### src/rtl/apple_gen_if.sv
// Game-facing bundle of the apple generator: snake head and scan position in,
// apple placement, grow request, score and pixel hit flag out.
interface apple_gen_if;
  logic [1:0] game_status;
  logic [5:0] head_x;
  logic [5:0] head_y;
  logic [9:0] x_pos;
  logic [9:0] y_pos;
  logic [5:0] apple_x;
  logic [5:0] apple_y;
  logic       apple_valid;
  logic       add_cube;
  logic [7:0] eat_count;
  logic       apple_pix;

  modport master (
    output game_status, head_x, head_y, x_pos, y_pos,
    input  apple_x, apple_y, apple_valid, add_cube, eat_count, apple_pix
  );

  modport slave (
    input  game_status, head_x, head_y, x_pos, y_pos,
    output apple_x, apple_y, apple_valid, add_cube, eat_count, apple_pix
  );
endinterface

### src/rtl/apple_gen.sv
// Snake-game food generator: LFSR placement on interior cells avoiding the head,
// hit detection, held add_cube grow request, saturating apple count, pixel flag.
module apple_gen #(
  parameter int unsigned X_MIN     = 1,
  parameter int unsigned X_MAX     = 38,
  parameter int unsigned Y_MIN     = 1,
  parameter int unsigned Y_MAX     = 28,
  parameter logic [15:0] LFSR_SEED = 16'hACE1,
  parameter int unsigned ADD_HOLD  = 4,
  parameter int unsigned MAX_TRIES = 63
) (
  input  logic        clk,
  input  logic        rst,
  apple_gen_if.slave  bus
);

  localparam int unsigned HOLD_W = (ADD_HOLD > 1) ? $clog2(ADD_HOLD) : 1;
  localparam int unsigned TRY_W  = (MAX_TRIES > 1) ? $clog2(MAX_TRIES + 1) : 1;

  localparam logic [5:0]        X_LO       = 6'(X_MIN);
  localparam logic [5:0]        X_HI       = 6'(X_MAX);
  localparam logic [5:0]        Y_LO       = 6'(Y_MIN);
  localparam logic [5:0]        Y_HI       = 6'(Y_MAX);
  localparam logic [HOLD_W-1:0] HOLD_LOAD  = HOLD_W'(ADD_HOLD - 1);
  localparam logic [TRY_W-1:0]  TRY_LAST   = TRY_W'(MAX_TRIES);
  localparam logic [15:0]       LFSR_TAPS  = 16'hB400;
  localparam logic [1:0]        GS_RESTART = 2'b00;
  localparam logic [1:0]        GS_PLAY    = 2'b10;

  typedef enum logic [1:0] {
    IDLE   = 2'd0,
    PLACE  = 2'd1,
    ACTIVE = 2'd2,
    EAT    = 2'd3
  } state_t;

  state_t              state_q, state_d;
  logic [15:0]         lfsr_q, lfsr_d;
  logic [TRY_W-1:0]    try_cnt_q, try_cnt_d;
  logic [HOLD_W-1:0]   hold_cnt_q, hold_cnt_d;
  logic [5:0]          apple_x_q, apple_x_d;
  logic [5:0]          apple_y_q, apple_y_d;
  logic                apple_valid_q, apple_valid_d;
  logic                add_cube_q, add_cube_d;
  logic [7:0]          eat_count_q, eat_count_d;

  logic [5:0]          cand_x_s;
  logic [5:0]          cand_y_s;
  logic                cand_ok_s;
  logic                head_on_min_s;
  logic                head_on_apple_s;
  logic                play_s;
  logic                restart_s;

  // Candidate qualification and status decode
  always_comb begin
    cand_x_s        = lfsr_q[5:0];
    cand_y_s        = lfsr_q[13:8];
    play_s          = (bus.game_status == GS_PLAY);
    restart_s       = (bus.game_status == GS_RESTART);
    head_on_min_s   = (bus.head_x == X_LO) && (bus.head_y == Y_LO);
    head_on_apple_s = (bus.head_x == apple_x_q) && (bus.head_y == apple_y_q);
    cand_ok_s       = (cand_x_s >= X_LO) && (cand_x_s <= X_HI) &&
                      (cand_y_s >= Y_LO) && (cand_y_s <= Y_HI) &&
                      !((cand_x_s == bus.head_x) && (cand_y_s == bus.head_y));
  end

  // Next-state and output logic
  always_comb begin
    state_d       = state_q;
    try_cnt_d     = try_cnt_q;
    hold_cnt_d    = hold_cnt_q;
    apple_x_d     = apple_x_q;
    apple_y_d     = apple_y_q;
    apple_valid_d = apple_valid_q;
    add_cube_d    = add_cube_q;
    eat_count_d   = eat_count_q;
    // The LFSR free-runs through RESTART so consecutive games differ
    lfsr_d        = {1'b0, lfsr_q[15:1]} ^ (lfsr_q[0] ? LFSR_TAPS : 16'h0000);

    if (restart_s) begin
      state_d       = IDLE;
      apple_valid_d = 1'b0;
      add_cube_d    = 1'b0;
      eat_count_d   = 8'h00;
      hold_cnt_d    = '0;
      try_cnt_d     = '0;
    end else begin
      case (state_q)
        IDLE: begin
          apple_valid_d = 1'b0;
          if (play_s) begin
            state_d = PLACE;
          end else begin
            state_d = IDLE;
          end
        end
        PLACE: begin
          if (!play_s) begin
            state_d = PLACE;
          end else if (cand_ok_s) begin
            apple_x_d     = cand_x_s;
            apple_y_d     = cand_y_s;
            apple_valid_d = 1'b1;
            try_cnt_d     = '0;
            state_d       = ACTIVE;
          end else if (try_cnt_q == TRY_LAST) begin
            apple_x_d     = head_on_min_s ? X_HI : X_LO;
            apple_y_d     = head_on_min_s ? Y_HI : Y_LO;
            apple_valid_d = 1'b1;
            try_cnt_d     = '0;
            state_d       = ACTIVE;
          end else begin
            try_cnt_d = try_cnt_q + 1'b1;
          end
        end
        ACTIVE: begin
          if (play_s && head_on_apple_s) begin
            apple_valid_d = 1'b0;
            add_cube_d    = 1'b1;
            hold_cnt_d    = HOLD_LOAD;
            eat_count_d   = (eat_count_q != 8'hFF) ? (eat_count_q + 8'h01) : eat_count_q;
            state_d       = EAT;
          end else begin
            state_d = ACTIVE;
          end
        end
        EAT: begin
          // Counts down even while paused so the grow request always ends
          if (hold_cnt_q != '0) begin
            hold_cnt_d = hold_cnt_q - 1'b1;
            add_cube_d = 1'b1;
          end else begin
            add_cube_d = 1'b0;
            state_d    = PLACE;
          end
        end
        default: begin
          state_d       = IDLE;
          apple_valid_d = 1'b0;
          add_cube_d    = 1'b0;
        end
      endcase
    end
  end

  // State register
  always_ff @(posedge clk) begin
    if (rst) begin
      state_q       <= IDLE;
      lfsr_q        <= LFSR_SEED;
      try_cnt_q     <= '0;
      hold_cnt_q    <= '0;
      apple_x_q     <= 6'd0;
      apple_y_q     <= 6'd0;
      apple_valid_q <= 1'b0;
      add_cube_q    <= 1'b0;
      eat_count_q   <= 8'h00;
    end else begin
      state_q       <= state_d;
      lfsr_q        <= lfsr_d;
      try_cnt_q     <= try_cnt_d;
      hold_cnt_q    <= hold_cnt_d;
      apple_x_q     <= apple_x_d;
      apple_y_q     <= apple_y_d;
      apple_valid_q <= apple_valid_d;
      add_cube_q    <= add_cube_d;
      eat_count_q   <= eat_count_d;
    end
  end

  assign bus.apple_x     = apple_x_q;
  assign bus.apple_y     = apple_y_q;
  assign bus.apple_valid = apple_valid_q;
  assign bus.add_cube    = add_cube_q;
  assign bus.eat_count   = eat_count_q;
  assign bus.apple_pix   = apple_valid_q &&
                           (bus.x_pos < 10'd640) && (bus.y_pos < 10'd480) &&
                           (bus.x_pos[9:4] == apple_x_q) && (bus.y_pos[9:4] == apple_y_q);

endmodule

### src/flat_wrapper.sv
// flat-port wrapper written by rule: the top's interface ports become plain ports
module apple_gen_flat 
#(
  parameter int unsigned X_MIN     = 1,
  parameter int unsigned X_MAX     = 38,
  parameter int unsigned Y_MIN     = 1,
  parameter int unsigned Y_MAX     = 28,
  parameter logic [15:0] LFSR_SEED = 16'hACE1,
  parameter int unsigned ADD_HOLD  = 4,
  parameter int unsigned MAX_TRIES = 63
)
  (clk, rst, bus_game_status, bus_head_x, bus_head_y, bus_x_pos, bus_y_pos, bus_apple_x, bus_apple_y, bus_apple_valid, bus_add_cube, bus_eat_count, bus_apple_pix);
  apple_gen_if bus_i ();
  input  logic clk;
  input  logic rst;
  input wire logic [$bits(bus_i.game_status)-1:0] bus_game_status;
  input wire logic [$bits(bus_i.head_x)-1:0] bus_head_x;
  input wire logic [$bits(bus_i.head_y)-1:0] bus_head_y;
  input wire logic [$bits(bus_i.x_pos)-1:0] bus_x_pos;
  input wire logic [$bits(bus_i.y_pos)-1:0] bus_y_pos;
  output wire logic [$bits(bus_i.apple_x)-1:0] bus_apple_x;
  output wire logic [$bits(bus_i.apple_y)-1:0] bus_apple_y;
  output wire logic [$bits(bus_i.apple_valid)-1:0] bus_apple_valid;
  output wire logic [$bits(bus_i.add_cube)-1:0] bus_add_cube;
  output wire logic [$bits(bus_i.eat_count)-1:0] bus_eat_count;
  output wire logic [$bits(bus_i.apple_pix)-1:0] bus_apple_pix;
  assign bus_i.game_status = bus_game_status;
  assign bus_i.head_x = bus_head_x;
  assign bus_i.head_y = bus_head_y;
  assign bus_i.x_pos = bus_x_pos;
  assign bus_i.y_pos = bus_y_pos;
  assign bus_apple_x = bus_i.apple_x;
  assign bus_apple_y = bus_i.apple_y;
  assign bus_apple_valid = bus_i.apple_valid;
  assign bus_add_cube = bus_i.add_cube;
  assign bus_eat_count = bus_i.eat_count;
  assign bus_apple_pix = bus_i.apple_pix;
  apple_gen #(.X_MIN(X_MIN), .X_MAX(X_MAX), .Y_MIN(Y_MIN), .Y_MAX(Y_MAX), .LFSR_SEED(LFSR_SEED), .ADD_HOLD(ADD_HOLD), .MAX_TRIES(MAX_TRIES)) u_core (.clk(clk), .rst(rst), .bus(bus_i));
endmodule
### config.mk
export PLATFORM = sky130hd
export DESIGN_NAME = apple_gen_flat
export DESIGN_NICKNAME = d
export VERILOG_FILES = /design/src/rtl/apple_gen_if.sv /design/src/rtl/apple_gen.sv /design/src/flat_wrapper.sv
export SDC_FILE = /design/constraint.sdc
export NUM_CORES = 1
export LEC_CHECK = 0
export CORE_ASPECT_RATIO = 1.25
export CORE_MARGIN = 2
export CORE_UTILIZATION = 30
export CTS_BUF_LIST = sky130_fd_sc_hd__clkbuf_8
export DETAILED_ROUTE_END_ITERATION = 10
export PLACE_DENSITY = 0.49
export SLEW_MARGIN = 20
export SYNTH_ARGS = -nofsm -noshare
export SYNTH_HDL_FRONTEND = slang
export SYNTH_SLANG_ARGS = --single-unit
### constraint.sdc
create_clock -name clk -period 2.62 [get_ports clk]
set_input_delay 0.786 -clock clk [delete_from_list [all_inputs] [get_ports clk]]
set_output_delay 0.786 -clock clk [all_outputs]
set_load 0.005 [all_outputs]
# Word level (Yosys, flattened, before mapping)
# Index checks and enable logic that the tools add are counted.
# word_totals
register_bits,48
inputBits,36
output_inout_bits,23
word_cells,94
# classes
add_sub_neg,3
n_lt_le_gt_ge,6
eq_ne,20
muxes,27
n_bitwise,2
n_reduce_logical,27
# op_table
operator,count
6-bit 2-to-1 mux,7
6-bit equality test,6
16-bit 2-to-1 mux,1
15-bit by 16-bit bitwise XOR with 16-bit output,1
6-bit by 1-bit equality test with 1-bit output (second input constant),2
6-bit by 1-bit greater-or-equal comparator with 1-bit output (second input constant),2
1-bit logical AND,12
2-bit 2-to-1 mux,6
10-bit < comparator (second input constant),1
10-bit by 9-bit < comparator with 1-bit output (second input constant),1
8-bit by 1-bit adder with 8-bit output (second input constant),1
1-bit 2-to-1 mux,8
8-bit != test (second input constant),1
2-bit one-hot mux with 4 select lines,1
4-bit AND reduction,2
6-bit by 1-bit adder with 6-bit output (second input constant),1
2-bit equality test (second input constant),3
6-bit equality test (second input constant),1
6-bit by 5-bit <= comparator with 1-bit output (second input constant),1
6-bit <= comparator (second input constant),1
2-bit by 1-bit != test with 1-bit output (second input constant),3
2-bit AND reduction,3
3-bit AND reduction,2
2-bit nonzero test,3
other kinds (14),15

# Depth between registers and ports, before layout
# Gate-level depths: netlist of the first run.
# depth
depth_word,8
mapped_depth,8
ltp_nobuf,6

# Worst setup path after synthesis of the first run
# Ideal clock, no wire load.
# synth_timing
path_type,input -> output
from,input bus_x_pos[5]
to,output bus_apple_pix
arrival_time_ns,1.523
required_time_ns,1.834
setup_slack_ns,0.311
stages,4
n_path_buf,0
path_cell_list,xor2_1 > nor4_1 > nand4_1 > and4b_1
# synth_via
elab_chain_len,5
elab_cells_between_ends,6
classes_between,order compare: 1; eq/ne: 1; reduce/logical: 4
# synth_lines
element,line_no,rtl
"start, declared",flat_wrapper.sv:19,input wire logic [$bits(bus_i.x_pos)-1:0] bus_x_pos;
10-bit < comparator,apple_gen.sv:178,(bus.x_pos < 10'd640) && (bus.y_pos < 10'd480) &&
1-bit logical AND,apple_gen.sv:177,assign bus.apple_pix = apple_valid_q &&
1-bit logical AND,apple_gen.sv:178,
1-bit logical AND *,apple_gen.sv:178,
1-bit logical AND *,apple_gen.sv:179,(bus.x_pos[9:4] == apple_x_q) && (bus.y_pos[9:4] == apple_y_q);
"end, declared",flat_wrapper.sv:26,output wire logic [$bits(bus_i.apple_pix)-1:0] bus_apple_pix;
# Every way passes the cells marked *; elsewhere a longest branch is shown, timed or not.

# Worst setup path after layout of the first run
# layout_timing
from,input bus_x_pos[8]
to,output bus_apple_pix
# The elaborated chain is that of the path after synthesis.

==> flow_summary.yaml, run 1 <==
run_status:
  outcome: "finished clean"
sta:
  period_minus_slack_ns: 2.57
  slew_headroom: 0.695
  skew_ns: 0.00398
  rsz0062_at_grt: "false"
  hold_ws_ns: 0.414
  tightest_slew_ns: 0.455
  timing.final.crit_share: 0.981
  hold_viol_final: 0
  slew_violations: 0
  setup_viol: 0
  fmax_mhz: 389
  setup-tns-final_ns: 0
final_layout:
  area_delta_synth_final_pct: 41.6
  stdcell_count: 447
  mostFrequentLayoutCell: "dfxtp_1"
  drive_above_1_share: 0.188
  fillers: 792
  mostFrequentLayoutCells: "dfxtp_1, clkdlybuf4s50_1, buf_4"
  final_nets: 390
  antennaDiodeCount: 0
  stdcell_area_um2: 3430
synthesis:
  ys_seq_area_frac: 0.397
  synth_simple_gate_area_share: 0.289
  synth_compound_area_frac: 0.111
  syn_area_um2: 2420
  synth-warning-count: 0
  synth_seq_cells: 48
  syn_nets: 312
  synth_top_area_cell: "dfxtp_1"
  synth-xor-area-share: 0.156
  synthCells: 273
  synth_area_per_cell_um2: 8.86
  synth_top_area_frac: 0.397
  synthMuxAreaShare: 0
  synth_top_family_by_area: "simple AND/OR/NAND/NOR gates"
  synth_cell_types: 45
  synth-adder-area-share: 0.0155
  yosys-top-cells-area: "dfxtp_1, xnor2_1, xor2_1"
drt:
  routed-via-count: 2216
  drt_iter0_drc: 64
  drtPass1Iterations: 4
  routed_wl_mm: 6.72
  drc_errors: 0
  wire_per_inst_um: 15.0
  vias_per_cell: 4.96
  postRouteAntennaNets: 0
global_routing:
  grt.overflow.total: 0
  grt_busiest_layer: "met2"
  antenna_found_initial: 0
  grt_max_degree: 18
  grt_use_total: 0.152
  met1_usage: 0.193
  gr-usage-met3: 0.0373
  grt_pass1_vias: 2089
  grt_pass1_wl_mm: 10.7
  grt_use_met2: 0.248
hold_path:
  hold_class: "flop to flop"
clock_tree:
  cts_tree: "built"
  clk_latency_ns: 0.31
  clkSinkCount: 48
  holdBufCountCts: 0
  cts.path.max_buffers: 2
  htree_levels: 2
  clkTransAtPathRegs_ns: 0.09
  ctsRootBufferMaster: "clkbuf_8"
  postCtsSetupBuffers: 0
  numCtsBuffers: 5
placed_design:
  gp_congestion: 0.848
  place_inst: 439
  place_area_um2: 3230
  hpwl_mm: 5.19
  numPortBuffers: 50
setup_path:
  path_buf_inv: 2
  crit_chain: "buf_6 -> xor2_1 -> nor4_1 -> nand4_1 -> and4b_1 -> buf_2"
  crit_arrival_ns: 1.78
  cp_max_fo: 2
  setup.worst_path.end_class: "output port"
  critPathRequiredTime_ns: 1.83
  critical_path.top_delay_family: "simple AND/OR/NAND/NOR gates"
  slowest_stage: "nor4_1"
  path_class: "input pin to output port"
  critical_path.max_stage_delay_ns: 0.30
  critPathLaunchType: "input pin"
floorplan:
  pin_count: 59
  die_h_um: 104
  dieArea_um2: 8800
  design.core.area_um2: 7790
  dieWidth_um: 84.3
  rows: 36
  start_util: 0.310
pwr:
  ir_drop_mv: 0.368
  power_density_nw_per_um2: 496
  finalPower_uw: 1700
  leakagePower_uw: 0.00129
job:
  max_cap_violations: 0
-- synth_stat cells (all sizes together) --
master	n
a21oi	8
a2111oi	1
and3	2
a221o	6
dfxtp	48
nand3	20
xnor2	23
nand3b	1
and4b	1
and2	2
buf	4
inv	5
o21ai	6
ha	3
a211o	1
nor2b	9
a311oi	1
o31ai	1
nor4b	3
nor2	19
xor2	20
nor3	11
or4	5
or3	1
a21boi	1
or2	8
clkbuf	8
a211oi	3
nor3b	2
a31oi	6
o211a	1
o211ai	1
nand2b	4
and4	2
nand4	8
o2111ai	1
nor4	9
nand2	18
-- power breakdown --
part	switching [uW]	internal (uW)	leakage, uW
registers	28.0	749	0.000391
clock network	263	477	0.0000784
logic	79.9	102	0.000819
-- cell families after synthesis --
family | Yosys count
AND/OR/NAND/NOR | 125
flip-flops | 48
XOR/XNOR | 43
AO/OA/AOI/OAI | 37
buffers and inverters | 17
adder cells (fa/ha/maj) | 3
-- stage by stage --
stage                util  worst slack [ns]
floorplan               -             0.311
global placement    0.414            -0.687
detailed placement  0.414            -0.704
CTS                 0.433           -0.0128
global route        0.440          0.000530
finish              0.440            0.0504
-- layout make-up --
type	count	area [um^2]	area share
Multi-Input combinational cell	208	1430	0.417
Sequential cell	48	961	0.280
Timing Repair Buffer	83	741	0.216
Tap cell	95	119	0.0347
Clock inverter	3	90.1	0.0263
Clock buffer	5	68.8	0.0201
Inverter	5	18.8	0.00548
-- registers in the layout, summed over array words and instances (netlist names), named ones only --
name,cells
u_core.state_q,1
u_core.bus.apple_x,6
u_core.bus.add_cube,1
u_core.bus.apple_y,6
u_core.bus.apple_valid,1
u_core.bus.eat_count,8
u_core.hold_cnt_q,2
u_core.lfsr_q,16
u_core.try_cnt_q,6
-- routing by layer --
layer,vias to the layer above,routed length [um]
met5,-,0
met1,1011,3190
met3,9,370
li1,1132,-
met2,64,3040
met4,0,118
-- what timing repair did --
action,4_1_cts,5_1_grt
pin swaps,4,5
setup endpoints to repair,4,8
resized for setup,23,13
-- worst paths after layout --
check	to	cells past startpoint	slack [ns]	startpoint
hold / removal	u_core.lfsr_q[5]	1	0.41	u_core.lfsr_q[6]
setup / recovery	bus_apple_pix	6	0.05	bus_x_pos[8]
hold reg to reg	u_core.lfsr_q[5]	1	0.41	u_core.lfsr_q[6]
setup reg to reg	u_core.bus.apple_y[4]	7	0.50	u_core.lfsr_q[0]
Note: power is estimated with default switching activity, not from simulation.
==> run 2: changes to the inputs <==
clock period = 2.8 ns   (was 2.62 ns; I/O delays follow)
==> run 2 against run 1 <==
Register-to-register slack improved by 0.18 ns; power fell by 21%; setup slack improved by 0.048 ns; sequential power fell by 6.4%; count of clock-buffer cells in the layout did not move; via count rose by 0.27%.
==> flow_summary.yaml, run 2 (same netlist as run 1, synthesis figures left out) <==
run_status:
  outcome: "finished clean"
sta:
  setup_viol: 0
  slew_violations: 0
  tightest_slew_ns: 0.557
  hold_viol_final: 0
  period_minus_slack_ns: 2.70
  slew_headroom: 0.628
  fmax_mhz: 370
  rsz0062_at_grt: "false"
  worst_slack_ns: 0.0979
  skew_ns: 0.0106
  timing.final.crit_share: 0.965
clock_tree:
  clk_latency_ns: 0.32
  numCtsBuffers: 5
  postCtsSetupBuffers: 0
  cts.path.max_buffers: 2
  ctsRootBufferMaster: "clkbuf_8"
  htree_levels: 2
  clkSinkCount: 48
  cts_tree: "built"
  clkTransAtPathRegs_ns: 0.10
placed_design:
  numPortBuffers: 50
  gp_congestion: 0.850
  place_area_um2: 3170
  hpwl_mm: 5.10
  pre_cts_slack_ns: -0.632
drt:
  postRouteAntennaNets: 0
  routed_wl_mm: 6.70
  drtPass1Iterations: 4
  vias_per_cell: 5.06
  routed-via-count: 2222
  drt_iter0_drc: 86
  drc_errors: 0
  wire_per_inst_um: 15.3
floorplan:
  dieArea_um2: 8800
  rows: 36
  design.core.area_um2: 7790
  start_util: 0.310
  dieWidth_um: 84.3
  die_h_um: 104
  pin_count: 59
global_routing:
  grt_pass1_wl_mm: 11.1
  antenna_found_initial: 0
  grt_use_total: 0.157
  grt_pass1_vias: 2212
  grt_max_degree: 19
  grt.overflow.total: 0
pwr:
  ir_drop_mv: 0.172
  power_density_nw_per_um2: 410
  leakagePower_uw: 0.00119
setup_path:
  setup.worst_path.end_class: "output port"
  cp_max_fo: 2
  path_class: "input pin to output port"
  critPathRequiredTime_ns: 1.96
  critPathLaunchType: "input pin"
  crit_arrival_ns: 1.86
job:
  max_cap_violations: 0
final_layout:
  largest_reg_flops: 16
  mostFrequentLayoutCells: "dfxtp_1, clkdlybuf4s50_1, buf_4"
  final_nets: 382
  top_register: "u_core.lfsr_q"
  fillers: 809
  area_delta_synth_final_pct: 35.1
  antennaDiodeCount: 0
  drive_above_1_share: 0.154
  mostFrequentLayoutCell: "dfxtp_1"
  stdcell_area_um2: 3270
hold_path:
  hold_class: "flop to flop"
-- run 2: cell type report --
cell class | count | area (um^2) | share of cell area
clock inverter | 3 | 26.3 | 0.00804
sequential | 48 | 961 | 0.294
multi-input combinational | 208 | 1400 | 0.428
timing repair buffer | 75 | 674 | 0.206
clock buffer | 5 | 68.8 | 0.0211
tap | 95 | 119 | 0.0364
inverter | 5 | 18.8 | 0.00574
-- run 2: power breakdown --
| group | total (uW) | internal [uW] | switching, uW | leakage (uW) |
|---|---|---|---|---|
| clock | 447 | 184 | 263 | 0.0000491 |
| sequential | 727 | 701 | 26.8 | 0.000391 |
| combinational | 165 | 92.0 | 73.4 | 0.000753 |
| total | 1340 | 977 | 363 | 0.00119 |
-- run 2: worst paths after layout --
kind                     start               endpoint  slack (ns)  cells after the start
min           u_core.lfsr_q[6]       u_core.lfsr_q[5]        0.42                      1
min reg2reg   u_core.lfsr_q[6]       u_core.lfsr_q[5]        0.42                      1
max reg2reg  u_core.lfsr_q[12]  u_core.bus.apple_y[2]        0.68                      6
max               bus_y_pos[5]          bus_apple_pix         0.1                      5
-- run 2: worst max-delay path: stages --
cell and delay, ns:
dlygate4sd2_1 0.25, xor2_1 0.15, nor4_1 0.30, and4b_1 0.22, buf_2 0.11
-- run 2: what timing repair did --
item                                    4_1_cts  5_1_grt
pin swaps                                     4        4
gates resized for setup                      13        9
endpoints found under the setup margin        1        5
hold buffers                                  0        0
-- run 2: metrics by stage --
stage	power, uW	utilization	instances	hold slack, ns	TNS (ns)
2_1_floorplan	818	-	273	0.389	0
3_3_place_gp	911	0.407	431	0.392	-2.86
3_5_place_dp	912	0.407	431	0.393	-2.91
4_1_cts	1360	0.417	439	0.420	0
5_1_grt	1400	0.419	439	0.448	0
6_report	1340	0.419	439	0.418	0
-- run 2: per-layer routing --
layer | track usage | vias to the layer above | wire (um)
met2 | 0.261 | 60 | 3170
met4 | 0.0518 | 0 | 114
met5 | 0 | - | 0
met3 | 0.0310 | 8 | 294
met1 | 0.203 | 1035 | 3130
li1 | - | 1119 | -
==> run 3: changes to the inputs <==
GPL_ROUTABILITY_DRIVEN = 0   (was not set)
PLACE_DENSITY = 0.6   (was 0.49)
==> run 3 against run 2 <==
Sequential share of layout area about the same; setup slack worse by 0.011 ns; fmax down 0.40%; routed wire length down 4.2%; largest cell class unchanged.
==> flow_summary.yaml, run 3 (same netlist as run 1, synthesis figures left out) <==
drt:
  drt_iter0_drc: 79
  routed_wl_mm: 6.42
  postRouteAntennaNets: 0
  drc_errors: 0
  vias_per_cell: 5.02
  routed-via-count: 2202
  wire_per_inst_um: 14.6
  drtPass1Iterations: 4
setup_path:
  critPathRequiredTime_ns: 1.96
  reg2reg_depth: 6
  path_class: "input pin to output port"
  r2r_end: "u_core.bus.apple_y[0]"
  r2r-start: "u_core.lfsr_q[0]"
  cp_max_fo: 1
  critPathLaunchType: "input pin"
  critPathLaunch: "bus_y_pos[4]"
  crit_arrival_ns: 1.87
  ff2ff_setup_slack_ns: 0.61
  setup.worst_path.end_class: "output port"
floorplan:
  dieArea_um2: 8800
  die_h_um: 104
  design.core.area_um2: 7790
  start_util: 0.310
  rows: 36
  dieWidth_um: 84.3
  pin_count: 59
final_layout:
  mostFrequentLayoutCell: "dfxtp_1"
  top_register: "u_core.lfsr_q"
  multiInputGateArea_um2: 1410
  mostFrequentLayoutCells: "dfxtp_1, clkdlybuf4s50_1, buf_4"
  drive_above_1_share: 0.154
  final_nets: 382
  stdcell_area_um2: 3270
  fillers: 783
  largest_reg_flops: 16
  area_delta_synth_final_pct: 35.2
  antennaDiodeCount: 0
  seq_area_um2: 961
clock_tree:
  ctsRootBufferMaster: "clkbuf_8"
  holdBufCountCts: 0
  clkSinkCount: 48
  cts_tree: "built"
  htree_levels: 2
  clkTransAtPathRegs_ns: 0.08
  cts.path.max_buffers: 2
  numCtsBuffers: 5
  clk_latency_ns: 0.30
global_routing:
  grt_use_total: 0.144
  grt_pass1_vias: 2122
  grt_pass1_wl_mm: 10.3
  grt.overflow.total: 0
  antenna_found_initial: 0
  grt_max_degree: 20
hold_path:
  min_from: "u_core.lfsr_q[6]"
  hold_class: "flop to flop"
  min_path_cells: 1
  hold_path_end: "u_core.lfsr_q[5]"
sta:
  rsz0062_at_grt: "false"
  setup-tns-final_ns: 0
  timing.final.crit_share: 0.969
  fmax_mhz: 369
  skew_ns: 0.00441
  tightest_slew_ns: 0.605
  worst_slack_ns: 0.0871
  slew_violations: 0
  slew_headroom: 0.596
  setup_viol: 0
  period_minus_slack_ns: 2.71
  hold_viol_final: 0
run_status:
  outcome: "finished clean"
placed_design:
  hpwl_mm: 4.93
  numPortBuffers: 50
  pre_cts_slack_ns: -0.703
  place_area_um2: 3170
pwr:
  ir_drop_mv: 0.203
  power_density_nw_per_um2: 403
  leakagePower_uw: 0.00120
job:
  max_cap_violations: 0
run 3: changes by cell type in the layout (fill, tap and decap cells not counted), sizes merged:
cell	change
clkinv	-1
clkbuf	+1
dlygate4sd2	+1
buf	+1
clkdlybuf4s15	-2
run 3: worst max-delay path by stage:
stage	endpoint	slack (ns)
2_1_floorplan	bus_apple_pix	0.38
3_3_place_gp	bus_apple_pix	-0.66
3_5_place_dp	bus_apple_pix	-0.70
4_1_cts	bus_apple_pix	0.001
5_1_grt	bus_apple_pix	0.002
6_report	bus_apple_pix	0.09
run 3: per-layer routing:
layer  vias up  global-route usage  part of all wire
met5         -                   0                 0
met4         0              0.0495             0.014
met3         9              0.0294             0.052
met2        63               0.254              0.51
met1      1018               0.171              0.42
li1       1112                   -                 -
run 3: area by class of cell:
| type | count | share of cell area |
|---|---|---|
| well taps | 95 | 0.0364 |
| inverters | 5 | 0.00574 |
| flip-flops and latches | 48 | 0.294 |
| repair buffers | 75 | 0.204 |
| clock inverters | 2 | 0.00230 |
| multi-input cells | 208 | 0.432 |
| clock buffers | 6 | 0.0253 |
run 3: power breakdown:
part	switching, uW	internal (uW)
registers	25.0	700
logic	74.7	93.8
clock network	229	195
total	329	989
run 3: critical path, cell delays in order:
cell and delay [ns]:
dlygate4sd2_1 0.24, xor2_1 0.14, nor4_2 0.18, nand4_1 0.12, and4b_1 0.24, buf_2 0.11
run 3: per-stage QoR:
| step | utilization | hold WS [ns] | power, uW | cells |
|---|---|---|---|---|
| 3_3_place_gp | 0.407 | 0.396 | 908 | 431 |
| 2_1_floorplan | - | 0.389 | 818 | 273 |
| 3_5_place_dp | 0.407 | 0.398 | 910 | 431 |
| 6_report | 0.420 | 0.415 | 1320 | 439 |
| 5_1_grt | 0.420 | 0.428 | 1380 | 439 |
| 4_1_cts | 0.417 | 0.418 | 1330 | 439 |
run 3: timing repair:
| item | CTS | global route |
|---|---|---|
| resized for setup | 16 | 9 |
| pin swaps | 4 | 4 |
| endpoints found under the setup margin | 1 | 9 |
| setup buffers | 0 | 0 |
